File: src/rtl/sha_pkg.sv
// sha_pkg: shared FSM state type, phase encodings and default sizing for the SHA round sequencer
package sha_pkg;
    typedef enum logic [2:0] {IDLE, LOAD, ROUND, ADD, RESULT} state_t;
    localparam logic [1:0] PH_CHUNK1 = 2'd0;
    localparam logic [1:0] PH_CHUNK2 = 2'd1;
    localparam logic [1:0] PH_HASH2 = 2'd2;
    localparam int DEF_ROUNDS = 64;
    localparam int DEF_PHASES = 3;
endpackage

File: src/rtl/round_counter.sv
// round_counter: 6-bit round index with synchronous clear, enable and last-round flag
// Ports: clk, n_rst (async active-low), clear, en in; count[5:0], last out.
module round_counter #(
    parameter int ROUNDS = sha_pkg::DEF_ROUNDS
) (
    input  logic       clk,
    input  logic       n_rst,
    input  logic       clear,
    input  logic       en,
    output logic [5:0] count,
    output logic       last
);
    assign last = count == 6'(ROUNDS - 1);
    always_ff @(posedge clk or negedge n_rst)
        if (!n_rst)
            count <= '0;
        else if (clear)
            count <= '0;
        else if (en)
            count <= last ? '0 : count + 6'd1;
endmodule

File: src/rtl/sha_round_sequencer.sv
// sha_round_sequencer: Moore FSM stepping a SHA-256 datapath through PHASES compressions of ROUNDS rounds
// Ports: clk, n_rst (async active-low); job_valid/job_ready in/out, abort in;
//        load_w, round_en, round_idx[5:0], phase[1:0], add_hash out; res_valid/res_ready out/in; busy out.
module sha_round_sequencer
    import sha_pkg::*;
#(
    parameter int ROUNDS = DEF_ROUNDS,
    parameter int PHASES = DEF_PHASES
) (
    input  logic       clk,
    input  logic       n_rst,
    input  logic       job_valid,
    output logic       job_ready,
    input  logic       abort,
    output logic       load_w,
    output logic       round_en,
    output logic [5:0] round_idx,
    output logic [1:0] phase,
    output logic       add_hash,
    output logic       res_valid,
    input  logic       res_ready,
    output logic       busy
);
    localparam logic [1:0] LAST_PH = PHASES == 1 ? PH_CHUNK1 : PHASES == 2 ? PH_CHUNK2 : PH_HASH2;
    state_t state;
    logic last;
    assign job_ready = state == IDLE;
    assign load_w = state == LOAD;
    assign round_en = state == ROUND;
    assign add_hash = state == ADD;
    assign res_valid = state == RESULT;
    assign busy = state != IDLE;
    // Counter is held at zero outside ROUND so round_idx reads 0 there without extra muxing.
    round_counter #(.ROUNDS(ROUNDS)) u_cnt (
        .clk(clk),
        .n_rst(n_rst),
        .clear(abort || state != ROUND),
        .en(round_en),
        .count(round_idx),
        .last(last)
    );
    always_ff @(posedge clk or negedge n_rst)
        if (!n_rst) begin
            state <= IDLE;
            phase <= PH_CHUNK1;
        end else if (abort) begin
            state <= IDLE;
            phase <= PH_CHUNK1;
        end else
            case (state)
                IDLE: if (job_valid) begin
                    state <= LOAD;
                    phase <= PH_CHUNK1;
                end
                LOAD: state <= ROUND;
                ROUND: if (last) state <= ADD;
                ADD: if (phase == LAST_PH) state <= RESULT;
                    else begin
                        state <= LOAD;
                        phase <= phase + 2'd1;
                    end
                RESULT: if (res_ready) begin
                    state <= IDLE;
                    phase <= PH_CHUNK1;
                end
                default: state <= IDLE;
            endcase
endmodule

File: config.mk
export PLATFORM = sky130hd
export DESIGN_NAME = sha_round_sequencer
export DESIGN_NICKNAME = d
export VERILOG_FILES = /design/src/rtl/sha_pkg.sv /design/src/rtl/round_counter.sv /design/src/rtl/sha_round_sequencer.sv
export SDC_FILE = /design/constraint.sdc
export NUM_CORES = 1
export LEC_CHECK = 0
export BUFFER_PORTS_ARGS = -buffer_cell sky130_fd_sc_hd__buf_2
export CORE_UTILIZATION = 50
export CTS_CLUSTER_DIAMETER = 60
export DETAILED_ROUTE_END_ITERATION = 7
export HOLD_SLACK_MARGIN = 0.06
export PLACE_DENSITY = 0.77
export SETUP_SLACK_MARGIN = 0.2
export SYNTH_ARGS = -nofsm -noshare
export SYNTH_HDL_FRONTEND = slang
export SYNTH_HIERARCHICAL = 1
export SYNTH_SLANG_ARGS = --single-unit
File: constraint.sdc
create_clock -name clk -period 2.4 [get_ports clk]
set_clock_uncertainty 0.1 [all_clocks]
set_input_delay 0.36 -clock clk [delete_from_list [all_inputs] [get_ports clk]]
set_output_delay 0.36 -clock clk [all_outputs]
set_load 0.02 [all_outputs]
==> summary.md <==
| Metric | Value |
|---|---|
| WHS | `0.250 ns` |
| Syn-to-layout area delta | `14.9%` |
| Initial antenna violation count | `0` |
| R2R setup slack | `0.42 ns` |
| Final hold vios | `0` |
| Initial core utilization | `0.542` |
| Final-layout fill cell count | `119` |
| Async set-or-reset flop fraction in the synthesized netlist | `1.00` |
| Fin crit share | `0.826` |
| Pre-antenna DRT Iters | `4` |
| PortBufs | `18` |
| H-tree depth | `1` |
| Max-cap violations | `0` |
| Top area cells in the synthesized netlist | `dfrtp_1 (39%), mux2_4 (4.3%), nor2_1 (3.7%)` |
| Drc violations | `0` |
| Hold WC Path Type | `in2reg` |
| Routed via count | `581` |
| Netlist Area Pre-Place | `just over 700 um2` |
| Crit path cell chain | `nand2b_1, nor2_2, buf_2` |
| Worst-Margin Slew | `0.363 ns` |
| Setup Fix Bufs, Post-CTS | `0` |
| Clock transition at path regs | `0.07 ns` |
| Avg Inst Size Synth | `around 10 um2` |
| Post-synth EDFFs | `0` |
| CP max-delay cell | `dfrtp_1` |
| First-pass GRT wire length | `slightly below 2000 um` |
| Cell accounting for the most synthesized area | `dfrtp_1` |
| Met3 Track Usage GR | `0.0852` |
| FMAX | `0.504 GHz` |
| Post-synthesis sequential area ratio | `0.390` |
| Crit path largest cell delay | `0.47 ns` |
| Final min period | `1.98 ns` |
| Via density | `5.64` |
| Vias in the first global route | `between 400 and 500` |
| Cell family with most CP delay | `simple AND/OR/NAND/NOR gates` |
| PD cells | `~540 nW/um2` |
| Worst EP required | `1.94 ns` |
| Slew margin rel. | `0.758` |
| Buf/Inv on CP | `1` |
| YS warnings | `6` |
| Worst vdd ir | `approximately 340 uV` |
| WP data arrival | `1.52 ns` |
| CP Capture Type | `primary output` |
| Total Wirelength | `1390 um` |
| Detail Route Antenna Nets | `0` |
| Status | `finished clean` |
| Count leader, synth | `dfrtp_1` |
| Multi-input logic area | `372 um2` |
| Final setup vio count | `0` |
| Crit Path Class | `reg2out` |
| Die ar. | `1570 um2` |
| Critical path fanouts, max | `10` |
| Gr ovfl total | `0` |
| Area share of the largest cell type after synthesis | `0.390` |
| Largest net degree at the start of global routing | `12` |
| Synth cell count leaders | `dfrtp_1 (11), nor2_1 (7), inv_1 (5)` |
| Unique masters post-synth | `34` |
| Bufs on Longest Clock Path | `2` |
| Clock sinks | `11` |
| Die height | `slightly below 40 um` |
| GR Layer Usage met2 | `0.287` |
| Core box area | `about 1300 um2` |
| RD Place Congestion | `between 0.7 and 0.8` |
| CTS tree | `yes` |
| Post-route setup TNS | `0 ns` |
| Cells after Synth | `70` |
| Ys flop type | `dfrtp_1` |
| Clk_lat worst skew | `0.27 ns` |
| Routed WL per cell | `13.5 um` |
| Slew Viols, Final | `0` |
| Ports | `19` |
| Met1 usage | `0.254` |
| Iter 0 DRT Violations | `21` |
| Nets@finish | `96` |
| Number of synthesized register bits | `11` |
| Register area | `275 um2` |
| RSZ-0062 raised after global routing | `no` |
| Layout cell share with drive strength beyond 1 | `0.352` |
| Total GRT Usage | `0.194` |
| N_diodes | `0` |
| Die Span X | `39.6 um` |
| Root Buffer | `clkbuf_4` |
| Rows | `13` |
| Total CTS buffers | `3` |
| Syn nets | `77` |
| Post-DP HPWL | `a little under 1000 um` |
| Busiest grt layer | `met2` |
| Startpoint types | `register` |
| Leakage | `0.396 nW` |
==> layer usage <==
layer | up-vias | routed length, um
li1 | 286 | -
met1 | 273 | 660
met2 | 22 | 637
met3 | 0 | 95
met4 | 0 | 0
met5 | - | 0
==> final timing paths <==
| check | from | endpoint | cells past startpoint |
|---|---|---|---|
| worst max-delay path | state[0]$_DFFE_PN0P_ | round_en | 3 |
| worst min-delay path | abort | state[0]$_DFFE_PN0P_ | 2 |
| worst max register to register | state[0]$_DFFE_PN0P_ | u_cnt/count[3]$_DFFE_PN0P_ | 5 |
| worst min register to register | phase[1]$_DFFE_PN0P_ | phase[1]$_DFFE_PN0P_ | 1 |
| max in group asynchronous | n_rst | u_cnt/count[1]$_DFFE_PN0P_ | 2 |
| min in group asynchronous | n_rst | state[1]$_DFFE_PN0P_ | 2 |
==> cell families after synthesis <==
group                    count (synthesis)  synth area share
AND/OR/NAND/NOR                         28             0.222
AO/OA/AOI/OAI                           12             0.152
flip-flops                              11             0.390
buffers and inverters                   10            0.0869
multiplexers                             4            0.0762
XOR/XNOR                                 3            0.0372
adder cells (fa/ha/maj)                  2            0.0355
==> sequential cells by signal (all words and copies together), names as in the netlist <==
| register | count |
|---|---|
| u_cnt/count | 6 |
| phase | 2 |
| state | 3 |
==> timing repair <==
action,in CTS,in global routing
endpoints found under the hold margin,11,0
gates resized for setup,0,1
setup endpoints to repair,0,1
hold buffers,1,0
==> layout make-up <==
type                            count  share of cell area
Clock buffer                        4              0.0324
Inverter                            5              0.0231
Multi-Input combinational cell     49               0.458
Sequential cell                    11               0.340
Tap cell                           15              0.0231
Timing Repair Buffer               19               0.123
==> per-stage QoR <==
| stage | util | area, um2 | worst slack (ns) | power, mW | std cells |
|---|---|---|---|---|---|
| global placement | 0.593 | 772 | 0.521 | 0.314 | 98 |
| finish | 0.623 | 811 | 0.418 | 0.439 | 103 |
| detailed placement | 0.593 | 772 | 0.457 | 0.316 | 98 |
| global route | 0.623 | 811 | 0.337 | 0.462 | 103 |
| CTS | 0.621 | 808 | 0.278 | 0.442 | 103 |
| floorplan | - | 706 | 0.479 | 0.296 | 70 |
==> power by group <==
part	switching, mW	internal, mW	total [mW]
combinational	0.0658	0.0448	0.111
sequential	0.0136	0.191	0.205
clock	0.0597	0.0642	0.124
total	0.139	0.300	0.439
==> cells in the final DEF (no fill, tap or decap), types with 2 or more instances in the layout <==
cell type  instances
and3_1             2
ha_1               2
mux2_4             2
inv_1              5
nand2b_1           2
xor2_1             3
clkbuf_4           3
a211oi_1           2
nor3_1             3
nand3_1            2
or3_2              2
dfrtp_1           11
buf_2             18
nand2_1            4
nor2_1             6
(Power assumes the default switching activity.)
